**config.mk**
```make
export PLATFORM = sky130hd
export DESIGN_NAME = cgra_acc_launcher_flat
export DESIGN_NICKNAME = d
export VERILOG_FILES = /design/src/rtl/cgra_pkg.sv /design/src/rtl/cgra_acc_launcher_if.sv /design/src/rtl/cgra_col_tracker.sv /design/src/rtl/cgra_acc_launcher.sv /design/src/flat_wrapper.sv
export SDC_FILE = /design/constraint.sdc
export NUM_CORES = 1
export LEC_CHECK = 0
export ABC_AREA = 1
export ABC_CLOCK_PERIOD_IN_PS = 3500
export BUFFER_PORTS_ARGS = -buffer_cell sky130_fd_sc_hd__buf_4
export CAP_MARGIN = 15
export CORE_ASPECT_RATIO = 0.8
export CORE_MARGIN = 2
export CORE_UTILIZATION = 50
export DETAILED_ROUTE_END_ITERATION = 10
export PLACE_DENSITY = 0.82
export SLEW_MARGIN = 20
export SYNTH_ARGS = -nofsm -noshare
export SYNTH_HDL_FRONTEND = slang
export SYNTH_HIERARCHICAL = 1
export SYNTH_SLANG_ARGS = --single-unit
export TNS_END_PERCENT = 50
```
**constraint.sdc**
```tcl
create_clock -name clk_i -period 3.5 [get_ports clk_i]
set_input_delay 0.7 -clock clk_i [delete_from_list [all_inputs] [get_ports clk_i]]
set_output_delay 0.7 -clock clk_i [all_outputs]
set_load 0.02 [all_outputs]
```
**src/rtl/cgra_pkg.sv**
```systemverilog
// -----------------------------------------------------------------------------
// cgra_pkg
// Shared CGRA constants (column count, kernel-ID / kernel-memory widths, PC
// width), the bounds of the start-PC field inside a kernel configuration word,
// and the accelerator-launcher FSM state encoding.
// -----------------------------------------------------------------------------
package cgra_pkg;

  localparam int N_COL    = 4;
  localparam int KER_ID_W = 4;
  localparam int KMEM_W   = 32;
  localparam int PC_W     = 5;

  // Start-PC field of a kernel configuration word.
  localparam int KER_PC_LB = 0;
  localparam int KER_PC_HB = KER_PC_LB + PC_W - 1;

  typedef enum logic [1:0] {
    ST_IDLE   = 2'd0,
    ST_FETCH  = 2'd1,
    ST_LAUNCH = 2'd2
  } launch_state_e;

endpackage

```
**src/rtl/cgra_acc_launcher_if.sv**
```systemverilog
// -----------------------------------------------------------------------------
// cgra_acc_launcher_if
// Bundles the launcher's request handshake, kernel-memory read port and
// per-column control/status lines.
//   acc_req / ker_id / acc_ack     : column-mask request, kernel ID, 1-cycle ack
//   kmem_addr / kmem_rdata         : kernel-memory read (data 1 cycle after addr)
//   col_start / col_pc             : per-column start pulse and start PC
//   col_done / col_busy / acc_end  : completion pulses, ownership, group end
// Modports: slave = launcher side, master = requester/array/memory side.
// -----------------------------------------------------------------------------
interface cgra_acc_launcher_if;
  import cgra_pkg::*;

  logic [N_COL-1:0]    acc_req;
  logic [KER_ID_W-1:0] ker_id;
  logic                acc_ack;
  logic [KER_ID_W-1:0] kmem_addr;
  logic [KMEM_W-1:0]   kmem_rdata;
  logic [N_COL-1:0]    col_start;
  logic [PC_W-1:0]     col_pc;
  logic [N_COL-1:0]    col_done;
  logic [N_COL-1:0]    col_busy;
  logic [N_COL-1:0]    acc_end;

  modport slave (
    input  acc_req, ker_id, kmem_rdata, col_done,
    output acc_ack, kmem_addr, col_start, col_pc, col_busy, acc_end
  );

  modport master (
    output acc_req, ker_id, kmem_rdata, col_done,
    input  acc_ack, kmem_addr, col_start, col_pc, col_busy, acc_end
  );

endinterface

```
**src/rtl/cgra_col_tracker.sv**
```systemverilog
// -----------------------------------------------------------------------------
// cgra_col_tracker
// Per-column ownership and completion tracking for launched column groups.
// Ports:
//   clk_i, rst_ni  : clock, asynchronous active-low reset
//   launch_i       : mask of the group being launched this cycle
//   col_done_i     : one-cycle per-column completion pulses
//   busy_o         : registered busy mask
//   acc_end_o      : OR of the masks of all groups completing this cycle
// -----------------------------------------------------------------------------
module cgra_col_tracker
  import cgra_pkg::*;
(
  input  logic             clk_i,
  input  logic             rst_ni,
  input  logic [N_COL-1:0] launch_i,
  input  logic [N_COL-1:0] col_done_i,
  output logic [N_COL-1:0] busy_o,
  output logic [N_COL-1:0] acc_end_o
);

  logic [N_COL-1:0] busy_q;
  logic [N_COL-1:0] done_q;
  logic [N_COL-1:0] done_eff;
  logic [N_COL-1:0] acc_end;
  logic [N_COL-1:0] grp_q   [N_COL];  // group mask owning each column
  logic [N_COL-1:0] grp_end [N_COL];  // group mask if that group ends now

  // Done pulses on idle columns are dropped; this cycle's pulses count
  // towards completion immediately.
  assign done_eff = done_q | (col_done_i & busy_q);

  // Every member column of a finishing group reports the same mask, so the
  // OR below yields each group once even though it is seen per column.
  for (genvar gi = 0; gi < N_COL; gi++) begin : g_col
    assign grp_end[gi] = (busy_q[gi] && ((grp_q[gi] & ~done_eff) == '0))
                         ? grp_q[gi] : '0;
  end

  always_comb begin
    acc_end = '0;
    for (int c = 0; c < N_COL; c++) begin
      acc_end = acc_end | grp_end[c];
    end
  end

  // A launch only targets columns that were not busy, so it never overlaps
  // a group that is completing in the same cycle.
  always_ff @(posedge clk_i or negedge rst_ni) begin
    if (!rst_ni) begin
      busy_q <= '0;
      done_q <= '0;
      for (int c = 0; c < N_COL; c++) begin
        grp_q[c] <= '0;
      end
    end else begin
      busy_q <= (busy_q & ~acc_end) | launch_i;
      done_q <= done_eff & ~acc_end;
      for (int c = 0; c < N_COL; c++) begin
        if (launch_i[c]) begin
          grp_q[c] <= launch_i;
        end else if (acc_end[c]) begin
          grp_q[c] <= '0;
        end
      end
    end
  end

  assign busy_o    = busy_q;
  assign acc_end_o = acc_end;

endmodule

```
**src/rtl/cgra_acc_launcher.sv**
```systemverilog
// -----------------------------------------------------------------------------
// cgra_acc_launcher
// Responder for accelerator requests: waits for a request whose columns are
// all free, reads the kernel start PC from kernel memory, launches the column
// group, acks the requester and hands the group to the completion tracker.
// Ports:
//   clk_i   : clock
//   rst_ni  : asynchronous active-low reset
//   bus_io  : cgra_acc_launcher_if.slave (request, kernel memory, columns)
// Timing: IDLE (request qualifies) -> FETCH (address out, request latched)
//         -> LAUNCH (ack, start pulses, PC from read data) -> IDLE.
// -----------------------------------------------------------------------------
module cgra_acc_launcher
  import cgra_pkg::*;
(
  input  logic                  clk_i,
  input  logic                  rst_ni,
  cgra_acc_launcher_if.slave    bus_io
);

  launch_state_e       state_q, state_d;
  logic [N_COL-1:0]    req_q;
  logic [KER_ID_W-1:0] kmem_addr_q;

  logic [N_COL-1:0]    launch_mask;
  logic [N_COL-1:0]    busy;
  logic [N_COL-1:0]    acc_end;
  logic                acc_ack;
  logic [PC_W-1:0]     col_pc;
  logic [KER_ID_W-1:0] kmem_addr;

  // Only the start-PC field of the configuration word is consumed here.
  logic unused_kmem_bits;
  assign unused_kmem_bits = ^bus_io.kmem_rdata[KMEM_W-1:KER_PC_HB+1];

  always_ff @(posedge clk_i or negedge rst_ni) begin
    if (!rst_ni) begin
      state_q     <= ST_IDLE;
      req_q       <= '0;
      kmem_addr_q <= '0;
    end else begin
      state_q <= state_d;
      if (state_q == ST_FETCH) begin
        req_q       <= bus_io.acc_req;
        kmem_addr_q <= bus_io.ker_id;
      end
    end
  end

  always_comb begin
    state_d     = state_q;
    launch_mask = '0;
    acc_ack     = 1'b0;
    col_pc      = '0;
    kmem_addr   = kmem_addr_q;  // address holds its last value outside FETCH
    unique case (state_q)
      ST_IDLE: begin
        // Qualified against the registered busy mask: a column freed this
        // cycle is only available from the next cycle on.
        if ((bus_io.acc_req != '0) && ((bus_io.acc_req & busy) == '0)) begin
          state_d = ST_FETCH;
        end
      end
      ST_FETCH: begin
        kmem_addr = bus_io.ker_id;
        state_d   = ST_LAUNCH;
      end
      ST_LAUNCH: begin
        acc_ack     = 1'b1;
        launch_mask = req_q;
        col_pc      = bus_io.kmem_rdata[KER_PC_HB:KER_PC_LB];
        state_d     = ST_IDLE;
      end
      default: state_d = ST_IDLE;
    endcase
  end

  cgra_col_tracker u_tracker (
    .clk_i      (clk_i),
    .rst_ni     (rst_ni),
    .launch_i   (launch_mask),
    .col_done_i (bus_io.col_done),
    .busy_o     (busy),
    .acc_end_o  (acc_end)
  );

  assign bus_io.acc_ack   = acc_ack;
  assign bus_io.kmem_addr = kmem_addr;
  assign bus_io.col_start = launch_mask;
  assign bus_io.col_pc    = col_pc;
  assign bus_io.col_busy  = busy;
  assign bus_io.acc_end   = acc_end;

endmodule
```
**src/flat_wrapper.sv**
```systemverilog
// flat-port wrapper written by rule: the top's interface ports become plain ports
module cgra_acc_launcher_flat import cgra_pkg::*;
  (clk_i, rst_ni, bus_io_acc_req, bus_io_ker_id, bus_io_kmem_rdata, bus_io_col_done, bus_io_acc_ack, bus_io_kmem_addr, bus_io_col_start, bus_io_col_pc, bus_io_col_busy, bus_io_acc_end);
  cgra_acc_launcher_if bus_io_i ();
  input  logic clk_i;
  input  logic rst_ni;
  input wire logic [$bits(bus_io_i.acc_req)-1:0] bus_io_acc_req;
  input wire logic [$bits(bus_io_i.ker_id)-1:0] bus_io_ker_id;
  input wire logic [$bits(bus_io_i.kmem_rdata)-1:0] bus_io_kmem_rdata;
  input wire logic [$bits(bus_io_i.col_done)-1:0] bus_io_col_done;
  output wire logic [$bits(bus_io_i.acc_ack)-1:0] bus_io_acc_ack;
  output wire logic [$bits(bus_io_i.kmem_addr)-1:0] bus_io_kmem_addr;
  output wire logic [$bits(bus_io_i.col_start)-1:0] bus_io_col_start;
  output wire logic [$bits(bus_io_i.col_pc)-1:0] bus_io_col_pc;
  output wire logic [$bits(bus_io_i.col_busy)-1:0] bus_io_col_busy;
  output wire logic [$bits(bus_io_i.acc_end)-1:0] bus_io_acc_end;
  assign bus_io_i.acc_req = bus_io_acc_req;
  assign bus_io_i.ker_id = bus_io_ker_id;
  assign bus_io_i.kmem_rdata = bus_io_kmem_rdata;
  assign bus_io_i.col_done = bus_io_col_done;
  assign bus_io_acc_ack = bus_io_i.acc_ack;
  assign bus_io_kmem_addr = bus_io_i.kmem_addr;
  assign bus_io_col_start = bus_io_i.col_start;
  assign bus_io_col_pc = bus_io_i.col_pc;
  assign bus_io_col_busy = bus_io_i.col_busy;
  assign bus_io_acc_end = bus_io_i.acc_end;
  cgra_acc_launcher u_core (.clk_i(clk_i), .rst_ni(rst_ni), .bus_io(bus_io_i));
endmodule
```
==> summary.md, run 1 <==
| Metric | Value |
|---|---|
| Register area share after synthesis | 0.4989 |
| Die area | ~3900 um2 |
| Final layout net count | 316 |
| Post-Place Worst Slack | 1.121 ns |
| Synth async-reset ratio | 1.000 |
| Sequential share of power | 0.351 |
| Reg2Reg Depth | 6 |
| Max-slew violation count | 0 |
| Filler cells | 278 |
| CTS sink count | 34 |
| Slew @ Worst Pin | 0.4347 ns |
| Final wirelength | 4217 um |
| Root buf cell | clkbuf_8 |
| CTS Buf Count | 5 |
| Critical path arrival | 1.71 ns |
| Skew final | between 0.006 and 0.007 ns |
| Pin count of the biggest net entering global routing | 35 |
| Core box area | 3176 um2 |
| Setup violators final | 0 |
| Total Routing Usage GR | 0.2397 |
| Syn_nets | 269 |
| Fin. Hold Viols | 0 |
| Post-synth EDFFs | 0 |
| I/O pins | 68 |
| #FFs+latches synth | 34 |
| Crit share post-route | 0.6884 |
| GRT overflow | 0 |
| Internal Power | 1.064 mW |
| Number of max-cap violations | 0 |
| Ys flop type | dfrtp_1 |
| Slew Limit Headroom | 0.7091 |
| Layout cells sized above 1 | 0.2694 |
| Slowest stage delay, CP | roughly 0.46 ns |
| Critical Path RT | between 2 and 3 ns |
| Post-CTS Setup Repair Bufs | 0 |
| Yosys warning total | 6 |
| CTS tree | yes |
| Synth area leaders | dfrtp_1 (50%), nand2_1 (16%), nand3_1 (12%), inv_1 (6.2%), nor2_2 (4.8%) |
| First-pass GRT wire length | between 7000 and 8000 um |
| Worst-path fanout max | 5 |
| I/O Buffers | 40 |
| Initial Util | 0.5370 |
| Netlist Area Pre-Place | 1705 um2 |
| Commonest cells in the netlist | nand2_1 (71), nand3_1 (41), dfrtp_1 (34) |
| DR DRC count | 0 |
| Critical path's slowest cell | dfrtp_1 |
| Worst-Skew Late Latency | between 0.2 and 0.3 ns |
| First DRT Iteration DRCs | 144 |
| RSZ-0062 raised after global routing | false |
| Net Sw Frac | 0.4593 |
| Run status | finished, final reports clean |
| Antenna cell count | 0 |
| Initial antenna violation count | 0 |
| Yosys cell types | 16 |
| Hpwl dp | 3074 um |
| # resized after CTS | 0 |
| Setup TNS Final | 0 ns |
| Vias in the first global route | between 1500 and 2000 |
| Clock power frac | 0.155 |
| Post-route setup slack | about 1.1 ns |
| Cell taking the most area after synthesis | dfrtp_1 |
| Reg2Reg Setup Slack | 1.95 ns |
| Worst VDD drop | between 500 and 600 uV |
| Total power | 1.968 mW |
| Wire length per cell | 13.56 um |
| Final min period | 2.409 ns |
| Clock Tree Buf Depth | 2 |
| Crit Path Category | reg2out |
| CP Cell Sequence | nand2_2 -> nand2_4 -> nor2_2 -> nor2_2 -> nand3_1 -> nand2_1 -> inv_2 -> nand2_2 -> buf_4 |
| FMAX | 0.4151 GHz |
| H-tree lvl count | 2 |
| Avg Cell Area, Syn | 7.647 um2 |
| Clk pin slew, worst setup/hold paths | 0.07 ns |
| Layout Area Growth over Synthesis | 25.90% |
| CTS Hold Bufs | 0 |
| Switching pwr | 903.7 uW |
| Antenna viol nets, final | 0 |
| Power Density | between 900 and 1000 nW/um2 |
| DR vias | 1654 |
| Die H | between 50 and 60 um |
| Post-synthesis cell count | 223 |
| Reg2reg start | u_core/state_q[0] |
| Synth top area share | 0.4989 |
| Row Count | 18 |
| Nature of the critical path endpoint | output port |
| Gpl congestion | 0.8843 |
| Hold Crit Class | in2async |
| Vias per cell | between 5 and 6 |
| DRT Pass-1 Iters | 5 |
| Leak Pwr | 1.226 nW |
| Die Wd | 69.30 um |
| Power share of the combinational group | 0.495 |
| Top-count cell post-synth | nand2_1 |
| RR Endpoint | u_core/u_tracker/grp_q[8] |
| Startpoint type of the worst setup path | flip-flop |
[cell usage in the layout, fill, tap and decap left out]
cell type / instances
nor2_1: 12
clkinv_2: 1
o21ai_0: 2
nand2_2: 5
clkbuf_1: 1
inv_1: 28
nor2_2: 13
inv_2: 3
inv_6: 1
or2_1: 1
nand3_1: 41
buf_4: 40
nand2_4: 2
o21ai_2: 2
dfrtp_1: 34
a21oi_1: 4
nand4_1: 3
o21ai_1: 1
nand2_1: 71
clkbuf_8: 6
[flip-flops by register name, summed over array words and instances (netlist names)]
register	cells
u_core/u_tracker/done_q	4
u_core/req_q	4
u_core/u_tracker/grp_q	16
u_core/state_q	2
u_core/u_tracker/busy_o	4
u_core/kmem_addr_q	4
[kinds of logic after synthesis]
family	Yosys count	share of synthesized area
flops	34	0.4989
buf+inv	32	0.07337
simple gates	148	0.3969
compound gates	9	0.03081
[per-stage QoR]
stage / hold WS, ns / utilization / area, um2 / instances
finish: 0.3366 / 0.6761 / 2147 / 311
global route: 0.3737 / 0.6761 / 2147 / 311
CTS: 0.3537 / 0.6761 / 2147 / 311
detailed placement: 0.4620 / 0.6474 / 2056 / 303
global placement: 0.4590 / 0.6474 / 2056 / 303
floorplan: 0.4044 / - / 1705 / 223
[worst max-delay path: cells and delay by family, from the launching register on]
kind / cells / cell delay, ns
and+or+nand+nor: 7 / 0.78
buffers and inverters: 2 / 0.18
DFF: 1 / 0.46
[worst max path at each step]
stage / from / slack [ns] / end / depth (start not counted)
after floorplan: bus_io_col_done[1] / 1.44 / bus_io_acc_end[1] / 8
after global routing: u_core/u_tracker/busy_o[1] / 0.92 / bus_io_acc_end[1] / 9
after CTS: u_core/u_tracker/busy_o[1] / 1.08 / bus_io_acc_end[1] / 9
after detailed placement: bus_io_col_done[1] / 1.12 / bus_io_acc_end[1] / 10
final: u_core/u_tracker/busy_o[1] / 1.09 / bus_io_acc_end[1] / 9
after global placement: bus_io_col_done[1] / 1.18 / bus_io_acc_end[1] / 10
[routing by layer]
layer | vias up | global-route usage | share of wire
li1 | 795 | - | -
met1 | 777 | 0.3249 | 0.46
met2 | 73 | 0.3626 | 0.45
met3 | 9 | 0.05616 | 0.077
met4 | 0 | 0.1148 | 0.017
met5 | - | 0 | 0
[power groups by stage]
stage | registers [mW] | logic (mW) | clock network [mW]
2_1_floorplan | 0.682 | 0.627 | 0
3_3_place_gp | 0.687 | 0.936 | 0
3_5_place_dp | 0.693 | 0.963 | 0
4_1_cts | 0.687 | 0.971 | 0.310
5_1_grt | 0.708 | 1.08 | 0.327
6_report | 0.690 | 0.973 | 0.304
[layout make-up]
cell class	count	area, um2	area share
inverter	32	125.1	0.05828
tap	40	50.05	0.02331
sequential	34	850.8	0.3963
timing repair buffer	40	300.3	0.1399
clock inverter	1	5.005	0.002331
multi-input combinational	157	729.5	0.3397
clock buffer	7	86.33	0.04021
Note: power is estimated with default switching activity, not from simulation.
==> run 2: changes to the inputs <==
ABC_CLOCK_PERIOD_IN_PS = 2400   (was 3500)
CORE_UTILIZATION = 48   (was 50)
PLACE_DENSITY = 0.79   (was 0.82)
clock period = 2.4 ns   (was 3.5 ns; I/O delays follow)
==> run 2 against run 1 <==
Net effect: register-to-register slack got worse by 1.0 ns; utilization is 3.4 points lower; non-clock buffer count grew 4; flip-flop and latch count unchanged; worst setup slack lost 0.89 ns; first-iteration DRC count down 8.3%; cell area grew 2.4%; hold slack worse by 0.22 ns; final cell count up 1.9%; largest power group unchanged.
==> summary.md, run 2 (synthesis results as in run 1) <==
| Metric | Value |
|---|---|
| Skew final | 0.007153 ns (+0.0002001 ns) |
| CTS Hold Bufs | 0 (unchanged) |
| Layout cells sized above 1 | 0.2836 (+0.01426) |
| Gpl congestion | 0.8684 (-1.8%) |
| Slew @ Worst Pin | 0.4284 ns (-0.006347 ns) |
| Leak Pwr | 1.257 nW (+2.5%) |
| Initial Util | 0.4982 (-0.03886) |
| First-pass GRT wire length | 6906 um (-3.8%) |
| Number of max-cap violations | 0 (unchanged) |
| Reg2Reg Depth | 9 (+3) |
| Pin count of the biggest net entering global routing | 35 (unchanged) |
| RR Endpoint | u_core/u_tracker/grp_q[7] |
| Startpoint type of the worst setup path | flip-flop |
| Final layout net count | 320 (+1.3%) |
| Initial antenna violation count | 0 (unchanged) |
| Final min period | 2.198 ns |
| Slew Limit Headroom | 0.7144 (+0.005302) |
| Finished Layout Cells | 317 (+1.9%) |
| DRT Pass-1 Iters | 5 (unchanged) |
| Clock Tree Buf Depth | 2 (unchanged) |
| Core box area | 3423 um2 (+7.8%) |
| DR vias | 1615 (-2.4%) |
| Row Count | 19 (+1) |
| Root buf cell | clkbuf_8 |
| Reg2Reg Setup Slack | 0.90 ns (-1.05 ns) |
| GRT overflow | 0 (unchanged) |
| Hpwl dp | 3102 um (+0.91%) |
| Run status | finished, final reports clean |
| FMAX | 0.4549 GHz |
| CTS tree | yes |
| CTS sink count | 34 (unchanged) |
| Setup TNS Final | 0 ns (unchanged) |
| Antenna viol nets, final | 0 (unchanged) |
| CTS Buf Count | 5 (unchanged) |
| Vias in the first global route | 1504 (-2.5%) |
| Reg2reg start | u_core/u_tracker/busy_o[1] |
| Die area | 4049 um2 (+3.9%) |
| Max reg flops | 16 (unchanged) |
| Hold Crit Class | in2async |
| Die H | 57.32 um (+1.9%) |
| Antenna cell count | 0 (unchanged) |
| Worst VDD drop | 704.3 uV (+38%) |
| I/O pins | 68 (unchanged) |
| Critical Path RT | 1.92 ns (-0.88 ns) |
| H-tree lvl count | 2 (unchanged) |
| Total Routing Usage GR | 0.2264 (-0.01326) |
| RSZ-0062 raised after global routing | false |
| Power Density | 1331 nW/um2 (+45%) |
| Worst-Skew Late Latency | 0.30 ns (about the same) |
| Vias per cell | 5.095 (-4.2%) |
| Crit share post-route | 0.9159 |
| Crit Path Category | reg2out |
| Final wirelength | 4061 um (-3.7%) |
| Most common cell after layout, fill and taps aside | nand2_1 |
| Setup violators final | 0 (unchanged) |
| # placed instances | 309 (+2.0%) |
| Post-CTS Setup Repair Bufs | 0 (unchanged) |
| Biggest register | u_core/u_tracker/grp_q |
| I/O Buffers | 40 (unchanged) |
| Max-slew violation count | 0 (unchanged) |
| Fin. Hold Viols | 0 (unchanged) |
| # resized after CTS | 0 (unchanged) |
| Layout Area Growth over Synthesis | 28.91% |
| First DRT Iteration DRCs | 132 (-8.3%) |
| DR DRC count | 0 (unchanged) |
| Clk pin slew, worst setup/hold paths | 0.07 ns (about the same) |
| Most frequent cells in the layout | nand2_1 (71), buf_4 (44), nand3_1 (41), dfrtp_1 (34), inv_1 (28) |
| Die Wd | 70.64 um (+1.9%) |
| Worst-path fanout max | 5 (unchanged) |
| Wire length per cell | 12.81 um (-5.5%) |
| Critical path arrival | 1.72 ns (about the same) |
| Nature of the critical path endpoint | output port |
## run 2: cell count changes in the layout (fill, tap and decap cells not counted), sizes merged
| cell | change |
|---|---|
| buf | +4 |
| clkinv | -1 |
| clkbuf | +1 |
## run 2: how the worst max path moves through the flow
stage	startpoint	end	slack (ns)
after floorplan	u_core/u_tracker/busy_o[1]	bus_io_acc_end[1]	0.71
after global placement	bus_io_col_done[3]	bus_io_acc_end[1]	0.52
after detailed placement	bus_io_col_done[3]	bus_io_acc_end[1]	0.50
after CTS	u_core/u_tracker/busy_o[1]	bus_io_acc_end[1]	0.22
after global routing	u_core/u_tracker/busy_o[3]	bus_io_acc_end[1]	0.08
final	u_core/u_tracker/busy_o[1]	bus_io_acc_end[1]	0.20
## run 2: critical path: stages, from the launching register on
cell	delay (ns)
dfrtp_1	0.48
nand2_2	0.12
nand2_4	0.12
nor2_2	0.04
nor2_2	0.17
nand3_1	0.11
nand2_1	0.13
inv_2	0.04
nand2_2	0.07
buf_4	0.14
## run 2: cell type report
cell class              count  area (um2)
well taps                  42       52.55
multi-input cells         157       729.5
inverters                  32       125.1
clock buffers               8       110.1
fillers                   313        1225
repair buffers             44       330.3
flip-flops and latches     34       850.8
## run 2: metal layers
layer	part of all wire	wire [um]	track usage
met3	0.072	294	0.03887
met5	0	0	0
met1	0.47	1889	0.3268
met2	0.44	1767	0.3248
met4	0.027	110	0.1294
## run 2: through the flow
stage	cell area, um2	hold WS [ns]	util	power [mW]	setup WS, ns
3_3_place_gp	2088	0.4528	0.6100	2.390	0.5157
4_1_cts	2198	0.1319	0.6422	2.928	0.2205
2_1_floorplan	1705	0.1844	-	1.908	0.7061
3_5_place_dp	2088	0.4524	0.6100	2.427	0.4966
6_report	2198	0.1133	0.6422	2.926	0.2018
5_1_grt	2198	0.1511	0.6422	3.147	0.08056
## run 2: report_power, final
part           total, mW  internal (mW)  switching [mW]
registers           1.00          0.821           0.183
clock network      0.496          0.289           0.207
logic               1.43          0.518           0.907
total               2.93           1.63            1.30
==> run 3: changes to the inputs <==
SYNTH_HIERARCHICAL = default   (was 1)
==> run 3 against run 2 <==
Net effect: cell area up 1.4%; clock skew up 0.0020 ns; flip-flop and latch count did not move; area after synthesis grew 3.7%; die area rose by 3.4%; largest power group unchanged.
==> summary.md, run 3 <==
| Metric | Value |
|---|---|
| Run status | finished, final reports clean |
| Final layout net count | 312 (-2.5%) |
| Yosys warning total | 0 (-6) |
| CTS Buf Count | 5 (unchanged) |
| Simple-gate share of the synthesized area | 0.3963 (-0.0005987) |
| Post-route cell area | 2230 um2 (+1.4%) |
| Total Routing Usage GR | 0.2130 (-0.01341) |
| Reg2Reg Depth | 9 (unchanged) |
| Vias per cell | 5.205 (+2.2%) |
| CTS Hold Bufs | 0 (unchanged) |
| Die H | 58.28 um (+1.7%) |
| Vias in the first global route | 1512 (+0.53%) |
| Top-count cell post-synth | nand2_1 |
| Crit Path Category | reg2out |
| Layout cells sized above 1 | 0.3158 (+0.03215) |
| Critical Path RT | 1.92 ns (about the same) |
| Post-route setup slack | 0.2364 ns (+0.03458 ns) |
| H-tree lvl count | 2 (unchanged) |
| Row Count | 19 (unchanged) |
| Slew @ Worst Pin | 0.4392 ns (+0.01086 ns) |
| # resized after CTS | 0 (unchanged) |
| Syn_nets | 266 (-1.1%) |
| Hold Crit Class | in2async |
| Power Density | 1297 nW/um2 (-2.6%) |
| Final Util | 0.6424 (about the same) |
| Crit path capture | bus_io_acc_end[2] |
| Reg2reg start | u_core.u_tracker.busy_o[0] |
| Reg2Reg Setup Slack | 0.99 ns (+0.09 ns) |
| CTS tree | yes |
| Critical path arrival | 1.68 ns (-0.04 ns) |
| Gpl congestion | 0.8316 (-4.2%) |
| First DRT Iteration DRCs | 135 (+2.3%) |
| Multiplexer area fraction after synthesis | 0 (unchanged) |
| Crit share post-route | 0.9015 (-0.01441) |
| Nature of the critical path endpoint | output port |
| Post-CTS Setup Repair Bufs | 0 (unchanged) |
| Synth async-reset ratio | 1.000 (unchanged) |
| Antenna cell count | 0 (unchanged) |
| Antenna viol nets, final | 0 (unchanged) |
| RR Endpoint | u_core.u_tracker.busy_o[2] |
| DR vias | 1603 (-0.74%) |
| Placed inst area | 2117 um2 (+1.4%) |
| DRT Pass-1 Iters | 4 (-1) |
| Compound-Gate Fraction of Synth Area | 0.04388 (+0.01306) |
| Pin count of the biggest net entering global routing | 35 (unchanged) |
| Worst-Skew Late Latency | 0.29 ns (about the same) |
| Clk pin slew, worst setup/hold paths | 0.07 ns (about the same) |
| Cell taking the most area after synthesis | dfrtp_1 |
| Synth area leaders | dfrtp_1 (48%), nand2_1 (13%), nand3_1 (11%), inv_1 (6.2%), nor2_4 (5.1%) |
| Synth top area share | 0.4812 (-0.01765) |
| Combinational family with the most area after synthesis | simple AND/OR/NAND/NOR gates |
| First-pass GRT wire length | 6741 um (-2.4%) |
| Skew final | 0.009131 ns (+0.001979 ns) |
| Final min period | 2.164 ns (-0.03458 ns) |
| #FFs+latches synth | 34 (unchanged) |
| Clock Tree Buf Depth | 2 (unchanged) |
| Commonest cells in the netlist | nand2_1 (60), nand3_1 (39), dfrtp_1 (34) |
| # placed instances | 301 (-2.6%) |
| Avg Cell Area, Syn | 8.036 um2 (+5.1%) |
| FMAX | 0.4622 GHz (+1.6%) |
| I/O Buffers | 40 (unchanged) |
| I/O pins | 68 (unchanged) |
| Hpwl dp | 3096 um (-0.20%) |
| Max-slew violation count | 0 (unchanged) |
| GRT overflow | 0 (unchanged) |
| Most frequent cells in the layout | nand2_1 (60), buf_4 (40), nand3_1 (39), dfrtp_1 (34), inv_1 (29) |
| WHS | 0.1213 ns (+0.007969 ns) |
| Number of max-cap violations | 0 (unchanged) |
| Most common cell after layout, fill and taps aside | nand2_1 |
| Netlist Area Pre-Place | 1768 um2 (+3.7%) |
| Synth Area in XOR/XNOR | 0 (unchanged) |
| Fin. Hold Viols | 0 (unchanged) |
| Root buf cell | clkbuf_8 |
| Slew Limit Headroom | 0.7072 (-0.007240) |
| Max reg flops | 16 (unchanged) |
| Core box area | 3471 um2 (+1.4%) |
| Leak Pwr | 1.239 nW (-1.4%) |
| Post-synth EDFFs | 0 (unchanged) |
| Die Wd | 71.85 um (+1.7%) |
| Total power | 2.891 mW (-1.2%) |
| Initial Util | 0.5094 (+0.01120) |
| Die area | 4187 um2 (+3.4%) |
| Setup TNS Final | 0 ns (unchanged) |
| Final wirelength | 4065 um (about the same) |
| Initial antenna violation count | 0 (unchanged) |
| Yosys cell types | 21 (+5) |
| CTS sink count | 34 (unchanged) |
| Biggest register | u_core.u_tracker.grp_q |
| Post-synthesis cell count | 220 (-1.3%) |
| RSZ-0062 raised after global routing | false |
| Startpoint type of the worst setup path | flip-flop |
| Worst VDD drop | 847.8 uV (+20%) |
| Register area share after synthesis | 0.4812 (-0.01765) |
| Setup violators final | 0 (unchanged) |
| Ys flop type | dfrtp_1 |
| Worst-path fanout max | 5 (unchanged) |
| Layout Area Growth over Synthesis | 26.11% |
| Finished Layout Cells | 308 (-2.8%) |
| DR DRC count | 0 (unchanged) |
| Worst Setup SP | u_core.u_tracker.busy_o[0] |
| Post-synthesis adder-cell area fraction | 0 (unchanged) |
| Post-Place Worst Slack | 0.4334 ns (-0.06325 ns) |
| Wire length per cell | 13.20 um (+3.0%) |
-- run 3: cell types whose count changed in the layout (fill, tap and decap cells not counted), moves of 4 or more --
cell,delta
nand2_2,+6
nor2_4,+8
nor2_1,-7
nor2_2,-8
buf_4,-4
nand2_1,-11
-- run 3: cell families after synthesis --
family,Yosys count
flip-flops,34
AND/OR/NAND/NOR,136
AO/OA/AOI/OAI,13
buffers and inverters,37
-- run 3: per-layer routing --
| metal | part of all wire | GRT usage | wire length [um] |
|---|---|---|---|
| met1 | 0.47 | 0.2894 | 1913 |
| met2 | 0.45 | 0.3413 | 1839 |
| met3 | 0.062 | 0.04696 | 250 |
| met4 | 0.015 | 0.07278 | 62 |
| met5 | 0 | 0 | 0 |
-- run 3: power breakdown --
group	internal, mW	total [mW]	switching (mW)
clock	0.332	0.539	0.207
combinational	0.500	1.39	0.892
sequential	0.795	0.960	0.165
-- run 3: how the worst min path moves through the flow --
stage,from,end,slack (ns),cells after the start
2_1_floorplan,rst_ni,u_core.kmem_addr_q[0],0.18,0
3_3_place_gp,u_core.state_q[1],u_core.state_q[0],0.41,1
3_5_place_dp,u_core.state_q[1],u_core.state_q[0],0.42,1
4_1_cts,rst_ni,u_core.u_tracker.grp_q[4],0.14,1
5_1_grt,rst_ni,u_core.u_tracker.grp_q[4],0.16,1
6_report,rst_ni,u_core.u_tracker.grp_q[4],0.12,1
-- run 3: layout make-up --
type / count / area, um2
fill: 302 / 1241
sequential: 34 / 850.8
multi-input combinational: 149 / 778.2
timing repair buffer: 40 / 300.3
inverter: 36 / 135.1
clock buffer: 6 / 82.58
tap: 42 / 52.55
clock inverter: 1 / 30.03
-- run 3: worst max-delay path, stage by stage (launching register included) --
cell and delay [ns]:
dfrtp_1 0.47, nand2_2 0.14, nand3_1 0.08, nand2_1 0.05
inv_1 0.14, nand3_1 0.11, nand2_2 0.12, inv_1 0.08
nand2_4 0.08, buf_4 0.14
